==> src/rtl/grey_decode_if.sv <==
// grey_decode_if: request/result bundle between a requester and the Grey digit decoder.
interface grey_decode_if;
  logic        i_start;
  logic [44:0] i_digits;
  logic        o_busy;
  logic        o_done;
  logic [29:0] o_value;
  logic [35:0] o_bcd;
  logic        o_err;
  logic [3:0]  o_err_pos;
  modport master (output i_start, i_digits, input o_busy, o_done, o_value, o_bcd, o_err, o_err_pos);
  modport slave  (input i_start, i_digits, output o_busy, o_done, o_value, o_bcd, o_err, o_err_pos);
endinterface

==> src/rtl/grey_decode.sv <==
// grey_decode: serial nine-digit Grey-to-binary/BCD converter, one digit per cycle, MS digit first.
module grey_decode (
  input  logic i_clk,
  input  logic i_rst,
  grey_decode_if.slave bus
);
  typedef enum logic [1:0] {IDLE, CONV, DONE} state_t;
  state_t      state, state_n;
  logic [44:0] digits_q;
  logic [29:0] acc;
  logic [35:0] bcd;
  logic [3:0]  idx;
  logic        err;
  logic [3:0]  err_pos;
  logic [29:0] value_q;
  logic [35:0] bcd_q;
  logic        done_q, err_q;
  logic [3:0]  pos_q;
  logic [4:0]  code;
  logic [3:0]  val;
  logic        ok;
  // The latched word shifts left each cycle, so the digit being decoded is always the top field.
  assign code = digits_q[44:40];
  always_comb begin
    val = 4'd0;
    ok  = 1'b1;
    case (code)
      5'b00000: val = 4'd0;
      5'b00001: val = 4'd1;
      5'b00011: val = 4'd2;
      5'b00010: val = 4'd3;
      5'b00110: val = 4'd4;
      5'b00100: val = 4'd5;
      5'b01100: val = 4'd6;
      5'b01000: val = 4'd7;
      5'b11000: val = 4'd8;
      5'b10000: val = 4'd9;
      default:  ok  = 1'b0;
    endcase
  end
  always_ff @(posedge i_clk)
    if (i_rst) state <= IDLE;
    else state <= state_n;
  always_comb begin
    state_n = IDLE;
    state_n = state == IDLE ? (bus.i_start ? CONV : IDLE) :
              state == CONV ? (idx == 4'd0 ? DONE : CONV) : IDLE;
  end
  always_ff @(posedge i_clk)
    if (i_rst) begin
      digits_q <= '0;
      acc      <= '0;
      bcd      <= '0;
      idx      <= '0;
      err      <= 1'b0;
      err_pos  <= '0;
      value_q  <= '0;
      bcd_q    <= '0;
      done_q   <= 1'b0;
      err_q    <= 1'b0;
      pos_q    <= '0;
    end else begin
      done_q <= state == DONE;
      if (state == IDLE && bus.i_start) begin
        digits_q <= bus.i_digits;
        acc      <= '0;
        bcd      <= '0;
        idx      <= 4'd8;
        err      <= 1'b0;
        err_pos  <= '0;
      end else if (state == CONV) begin
        digits_q <= {digits_q[39:0], 5'b0};
        acc      <= acc * 30'd10 + 30'(val);
        bcd      <= {bcd[31:0], val};
        idx      <= idx - 4'd1;
        if (!ok && !err) begin
          err     <= 1'b1;
          err_pos <= idx;
        end
      end
      if (state == DONE) begin
        value_q <= acc;
        bcd_q   <= bcd;
        err_q   <= err;
        pos_q   <= err_pos;
      end
    end
  assign bus.o_busy    = state != IDLE;
  assign bus.o_done    = done_q;
  assign bus.o_value   = value_q;
  assign bus.o_bcd     = bcd_q;
  assign bus.o_err     = err_q;
  assign bus.o_err_pos = pos_q;
endmodule
==> src/flat_wrapper.sv <==
// flat-port wrapper written by rule: the top's interface ports become plain ports
module grey_decode_flat 
  (i_clk, i_rst, bus_i_start, bus_i_digits, bus_o_busy, bus_o_done, bus_o_value, bus_o_bcd, bus_o_err, bus_o_err_pos);
  grey_decode_if bus_i ();
  input  logic i_clk;
  input  logic i_rst;
  input wire logic [$bits(bus_i.i_start)-1:0] bus_i_start;
  input wire logic [$bits(bus_i.i_digits)-1:0] bus_i_digits;
  output wire logic [$bits(bus_i.o_busy)-1:0] bus_o_busy;
  output wire logic [$bits(bus_i.o_done)-1:0] bus_o_done;
  output wire logic [$bits(bus_i.o_value)-1:0] bus_o_value;
  output wire logic [$bits(bus_i.o_bcd)-1:0] bus_o_bcd;
  output wire logic [$bits(bus_i.o_err)-1:0] bus_o_err;
  output wire logic [$bits(bus_i.o_err_pos)-1:0] bus_o_err_pos;
  assign bus_i.i_start = bus_i_start;
  assign bus_i.i_digits = bus_i_digits;
  assign bus_o_busy = bus_i.o_busy;
  assign bus_o_done = bus_i.o_done;
  assign bus_o_value = bus_i.o_value;
  assign bus_o_bcd = bus_i.o_bcd;
  assign bus_o_err = bus_i.o_err;
  assign bus_o_err_pos = bus_i.o_err_pos;
  grey_decode u_core (.i_clk(i_clk), .i_rst(i_rst), .bus(bus_i));
endmodule
==> config.mk <==
export PLATFORM = sky130hd
export DESIGN_NAME = grey_decode_flat
export DESIGN_NICKNAME = d
export VERILOG_FILES = /design/src/rtl/grey_decode_if.sv /design/src/rtl/grey_decode.sv /design/src/flat_wrapper.sv
export SDC_FILE = /design/constraint.sdc
export NUM_CORES = 1
export LEC_CHECK = 0
export ABC_CLOCK_PERIOD_IN_PS = 9250
export CORE_UTILIZATION = 60
export CTS_CLUSTER_DIAMETER = 80
export DETAILED_ROUTE_END_ITERATION = 10
export PLACE_DENSITY = 0.86
export RECOVER_POWER = 25
export SYNTH_ARGS = -nofsm -noshare
export SYNTH_HDL_FRONTEND = slang
export SYNTH_SLANG_ARGS = --single-unit
export TNS_END_PERCENT = 20
==> constraint.sdc <==
create_clock -name i_clk -period 9.25 [get_ports i_clk]
set_input_delay 1.3875 -clock i_clk [delete_from_list [all_inputs] [get_ports i_clk]]
set_output_delay 1.3875 -clock i_clk [all_outputs]
set_load 0.01 [all_outputs]
==> results of run 1 <==
## area by class of cell
| class | instances | area [sq um] | area share (%) |
|---|---|---|---|
| clock buffers | 19 | 452.9 | 4.101 |
| clock inverters | 13 | 146.4 | 1.325 |
| inverters | 9 | 33.78 | 0.3058 |
| multi-input cells | 884 | 5099 | 46.16 |
| flip-flops and latches | 192 | 3844 | 34.80 |
| well taps | 184 | 230.2 | 2.084 |
| repair buffers | 127 | 1240 | 11.23 |
## per-stage QoR
stage	area [sq um]	power (W)	utilization, %	hold slack, ns
6_report	11050	0.001853	74.86	0.4523
5_1_grt	11050	0.001924	74.86	0.4695
4_1_cts	11060	0.001856	74.96	0.4522
3_5_place_dp	10460	0.001130	70.90	0.4425
3_3_place_gp	10460	0.001125	70.90	0.4371
2_1_floorplan	9236	0.001061	-	0.4287
## kinds of logic (layout without fill, tap and decap cells)
group,Yosys count,after routing,synth area share [%]
AOI/OAI and AO/OA,326,326,21.16
and+or+nand+nor,452,452,21.19
buffers and inverters,83,168,3.441
muxes,5,5,0.5419
DFF,192,192,41.61
adders and majority gates,57,57,7.884
xor gates and xnor gates,44,44,4.172
## cell usage after synthesis (8+ instances only)
master / n
inv_1: 9
a22oi_1: 40
nand3_1: 17
o21ai_0: 24
buf_1: 10
xor2_1: 21
nor3_1: 22
dfxtp_1: 192
a21oi_1: 201
a21o_1: 8
xnor2_1: 23
ha_1: 55
a211oi_1: 14
nor2_1: 62
nand2_1: 296
clkbuf_1: 61
## flip-flops by register name (all words and copies together) (netlist names)
signal	cells
u_core.digits_q	45
u_core.bcd	36
u_core.bus.o_bcd	36
u_core.acc	29
u_core.bus.o_value	29
u_core.bus.o_err_pos	4
u_core.err_pos	4
u_core.idx	4
u_core.state	2
u_core.bus.o_done	1
u_core.bus.o_err	1
u_core.err	1
## final timing paths
check	slack, ns	start	endpoint	cells after the start
worst max-delay path	3.91	i_rst	u_core.bus.o_bcd[7]	3
worst min-delay path	0.45	u_core.acc[29]	u_core.bus.o_value[29]	2
worst max register to register	5.24	u_core.acc[1]	u_core.acc[29]	13
worst min register to register	0.45	u_core.acc[29]	u_core.bus.o_value[29]	2
## report_power, final
group | internal (W) | switching [W] | total, W | leakage (nW)
clock network | 0.000396 | 0.000341 | 0.000737 | 0.291
logic | 0.0000899 | 0.000148 | 0.000238 | 2.26
registers | 0.000853 | 0.0000253 | 0.000879 | 1.56
total | 0.00134 | 0.000514 | 0.00185 | 4.11
## critical path: stages
cell and delay, ns:
clkbuf_1 0.65, clkbuf_1 3.24, a21oi_1 0.08
## per-layer routing
metal	up-vias	track usage, %
li1	4164	-
met1	3949	37.55
met2	275	46.73
met3	25	5.140
met4	0	7.371
met5	-	0
## cells in the final DEF, fill, tap and decap left out, types with 4 or more instances in the layout
cell,Yosys,final
a22oi_1,40,40
clkdlybuf4s50_1,0,119
nor2_1,62,61
ha_1,55,55
a211oi_1,14,14
xor2_1,21,21
o21ai_0,24,24
o21ai_1,4,4
nand2_1,296,296
buf_4,1,5
nand4_1,7,7
nand3_1,17,17
o31ai_1,4,4
mux2i_1,5,5
o21a_1,5,5
dfxtp_1,192,192
nor3_1,22,22
xnor2_1,23,23
and2_1,6,5
nor4_1,4,4
nand2b_1,7,5
a21o_1,8,8
a21oi_1,201,201
clkbuf_16,0,17
inv_1,9,9
clkinv_4,0,6
and3_1,7,7
==> impl_metrics.py, run 1 <==
metrics = {
    "run_status": {
        "status": "finished, violations left",
        "violations": "capacitance limit, slew limit",
    },
    "clock_tree": {
        "clock_latency_ns": 0.43,
        "cts_resized": 0,
        "clock_path_buffers": 2,
        "post-cts-setup-buffers": 0,
        "ctsHoldBuffers": 0,
        "clk_pin_slew_ns": 0.07,
        "root_buffer": "clkbuf_16",
        "htreeDepth": 4,
        "numCtsBuffers": 17,
        "cts_num_sinks": 192,
        "cts_tree": "yes",
    },
    "yosys": {
        "synthDistinctLibCells": 63,
        "synthCells": 1159,
        "synth-edff-count": 0,
        "synth_seq_cells": 192,
        "ys_async_sr_fraction_pct": 0,
        "synth_largest_area_cell": "dfxtp_1",
        "seq_area_frac_synth_pct": 41.61,
        "synthesis.nets": 1264,
        "synthFlopType": "dfxtp_1",
        "synth_area_leaders": "dfxtp_1 (42%), nand2_1 (12%), a21oi_1 (11%), ha_1 (7.5%), a22oi_1 (3.3%)",
        "synth_top_area_share_pct": 41.61,
        "yosys_warnings": 0,
        "synth.avg_cell_area_sq_um": 7.969,
        "syn_area_sq_um": 9236,
    },
    "detailed_routing": {
        "dr_wl_met2_um": 10650,
        "first_pass_iters": 5,
        "antenna_left": 0,
        "drt_iter0_drc": 711,
        "wl_per_cell_um": 15.64,
        "met1_length_um": 9933,
        "wl_met3_um": 1470,
        "drt_wl_total_um": 22340,
        "via_per_inst": 5.891,
        "top_layer_used": "met4",
        "route.vias.total": 8413,
        "drc_errors": 0,
    },
    "critical_path": {
        "crit_path_start_kind": "input pin",
        "crit_type": "input pin to register",
        "required_ns": 9.35,
        "cp.arrival_ns": 5.44,
        "endpoint_kind": "register",
        "cp_max_fo": 103,
    },
    "floorplan": {
        "fp-row-count": 44,
        "die_area_sq_um": 15890,
        "fp.dieH_um": 126.1,
        "io-pin-count": 121,
        "die_w_um": 126.1,
        "start_util_pct": 62.60,
        "core-area_sq_um": 14750,
    },
    "timing": {
        "totalNegativeSetupSlack_ns": 0,
        "slew-limit-headroom_pct": -204.9,
        "setup_viol": 0,
        "postLayoutSetupSlackWorst_ns": 3.910,
        "tightest_slew_ns": 4.573,
        "rsz0062_at_grt": "false",
        "hold_violations": 0,
        "fin_crit_ns": 5.340,
        "period_share_pct": 57.72,
        "fmax_ghz": 0.1873,
        "worst_clock_skew_ns": 0.006138,
        "drv_slew": 143,
    },
    "layout": {
        "fill_cells": 1110,
        "final_layout_size_suffix_gt1_share_pct": 4.823,
        "syn2layout_area_growth_pct": 19.59,
        "diodes": 0,
        "nets": 1336,
        "layout.cells.non_filler": 1428,
    },
    "global_route": {
        "grt_pass1_vias": 7633,
        "grt.overflow.total": 0,
        "grt_pass1_wl_um": 36630,
        "track_usage_pct": 28.11,
        "grt_max_degree": 104,
        "antenna_found_initial": 0,
    },
    "pwr": {
        "power_density_nw_per_um2": 167.8,
        "cellLeakagePower_nw": 4.110,
        "vdd_drop_max_mv": 0.1390,
    },
    "placement": {
        "dpl.hpwl_um": 14830,
        "dp_slack_ns": 5.272,
        "gp_congestion": 0.9138,
        "portBuffers": 120,
        "dp.cells": 1396,
    },
    "job": {
        "maxCapViolCount": 2,
    },
    "worst_hold_path": {
        "hp-class": "register to register",
    },
}
No activity file was read; power rests on OpenSTA's default activity.
==> run 2: changes to the inputs <==
ABC_CLOCK_PERIOD_IN_PS = 5500   (was 9250)
CORE_UTILIZATION = 56   (was 60)
PLACE_DENSITY = 0.81   (was 0.86)
clock period = 5.5 ns   (was 9.25 ns; I/O delays follow)
==> run 2 against run 1 <==
Compared with the run above: the run still ends with capacitance limit, slew limit left; worst hold slack better by 0.0028 ns; via count is 1.8% lower; power is 67% higher; final cell count is 2.3% higher; global-route usage is 1.7 points lower; critical path depth is 2 higher; utilization is 5.6 points lower; register-to-register slack worse by 3.7 ns; critical endpoint is now u_core.acc[26].
==> impl_metrics.py, run 2 (same netlist as run 1, synthesis figures left out) <==
metrics = {
    "layout": {
        "largest_reg_flops": 45,
        "fin_util_pct": 69.22,
        "largest_register": "u_core.digits_q",
        "nets": 1337,
        "syn2layout_area_growth_pct": 19.91,
        "layout_common_cells": "nand2_1 (296), a21oi_1 (201), dfxtp_1 (192)",
        "layout.cells.non_filler": 1461,
        "final_layout_size_suffix_gt1_share_pct": 4.900,
        "fill_cells": 1304,
        "diodes": 0,
        "final_common_cell": "nand2_1",
    },
    "floorplan": {
        "fp-row-count": 46,
        "die_area_sq_um": 17010,
        "fp.dieH_um": 130.4,
        "io-pin-count": 121,
        "start_util_pct": 57.73,
        "core-area_sq_um": 16000,
        "die_w_um": 130.4,
    },
    "detailed_routing": {
        "via_per_inst": 5.656,
        "wl_per_cell_um": 15.13,
        "drt_wl_total_um": 22110,
        "antenna_left": 0,
        "drt_iter0_drc": 596,
        "first_pass_iters": 5,
        "route.vias.total": 8263,
        "drc_errors": 0,
    },
    "clock_tree": {
        "numCtsBuffers": 17,
        "post-cts-setup-buffers": 0,
        "clk_pin_slew_ns": 0.07,
        "htreeDepth": 4,
        "clock_path_buffers": 2,
        "clock_latency_ns": 0.43,
        "cts_resized": 0,
        "ctsHoldBuffers": 0,
        "root_buffer": "clkbuf_16",
        "cts_num_sinks": 192,
        "cts_tree": "yes",
    },
    "timing": {
        "hold_violations": 0,
        "setup_viol": 0,
        "fin_crit_ns": 4.287,
        "rsz0062_at_grt": "false",
        "worst_clock_skew_ns": 0.009452,
        "slew-limit-headroom_pct": -74.41,
        "period_share_pct": 77.95,
        "postLayoutSetupSlackWorst_ns": 1.213,
        "fmax_ghz": 0.2332,
        "totalNegativeSetupSlack_ns": 0,
        "drv_slew": 162,
        "tightest_slew_ns": 2.616,
    },
    "placement": {
        "dpl.hpwl_um": 15050,
        "gp_congestion": 0.9174,
        "portBuffers": 120,
        "dp.cells": 1429,
        "dp_slack_ns": 1.508,
    },
    "pwr": {
        "power_density_nw_per_um2": 278.7,
        "vdd_drop_max_mv": 0.2834,
        "cellLeakagePower_nw": 4.112,
        "finalPower_w": 0.003087,
    },
    "worst_hold_path": {
        "hp-class": "register to register",
    },
    "critical_path": {
        "crit_path_start_kind": "input pin",
        "cp.arrival_ns": 4.58,
        "cp_max_fo": 63,
        "endpoint_kind": "register",
        "regToRegSetupSlack_ns": 1.54,
        "required_ns": 5.80,
        "crit_type": "input pin to register",
    },
    "job": {
        "maxCapViolCount": 3,
    },
    "run_status": {
        "violations": "capacitance limit, slew limit",
        "status": "finished, violations left",
    },
    "global_route": {
        "grt_pass1_vias": 7351,
        "grt_max_degree": 78,
        "grt.overflow.total": 0,
        "grt_pass1_wl_um": 35710,
        "antenna_found_initial": 0,
        "track_usage_pct": 26.42,
    },
}
## run 2: area by class of cell
| cell class | count | area (sq um) | area share (%) |
|---|---|---|---|
| Sequential cell | 192 | 3844 | 34.70 |
| Inverter | 9 | 33.78 | 0.3050 |
| Clock buffer | 18 | 439.2 | 3.965 |
| Clock inverter | 14 | 142.6 | 1.288 |
| Tap cell | 216 | 270.3 | 2.440 |
| Multi-Input combinational cell | 884 | 5097 | 46.02 |
| Timing Repair Buffer | 128 | 1249 | 11.27 |
## run 2: power by group
part / total, W / switching, W / internal (W)
clock: 0.00121 / 0.000595 / 0.000618
combinational: 0.000398 / 0.000247 / 0.000151
sequential: 0.00148 / 0.0000415 / 0.00143
total: 0.00309 / 0.000883 / 0.00220
## run 2: worst paths after layout
path / from / to / cells past startpoint
max: i_rst / u_core.acc[26] / 5
min: u_core.bus.o_value[22] / u_core.bus.o_value[22] / 2
max reg2reg: u_core.acc[1] / u_core.acc[29] / 13
min reg2reg: u_core.bus.o_value[22] / u_core.bus.o_value[22] / 2
## run 2: metal layers
metal / global-route usage (%) / vias up / wire [um]
met5: 0 / - / 0
met4: 8.587 / 0 / 394
met3: 5.090 / 29 / 1160
met2: 42.80 / 227 / 10340
met1: 35.55 / 3839 / 10220
li1: - / 4168 / -
## run 2: stage by stage
stage / hold slack [ns] / area (sq um)
6_report: 0.4551 / 11080
3_5_place_dp: 0.4444 / 10510
4_1_cts: 0.4546 / 11090
2_1_floorplan: 0.4287 / 9236
5_1_grt: 0.4674 / 11080
3_3_place_gp: 0.4389 / 10510
## run 2: worst max-delay path, cell delays in order
cell      delay, ns
clkbuf_2       0.89
clkbuf_1       1.93
nor2_1         0.57
o21ai_0        0.28
a21oi_1        0.07
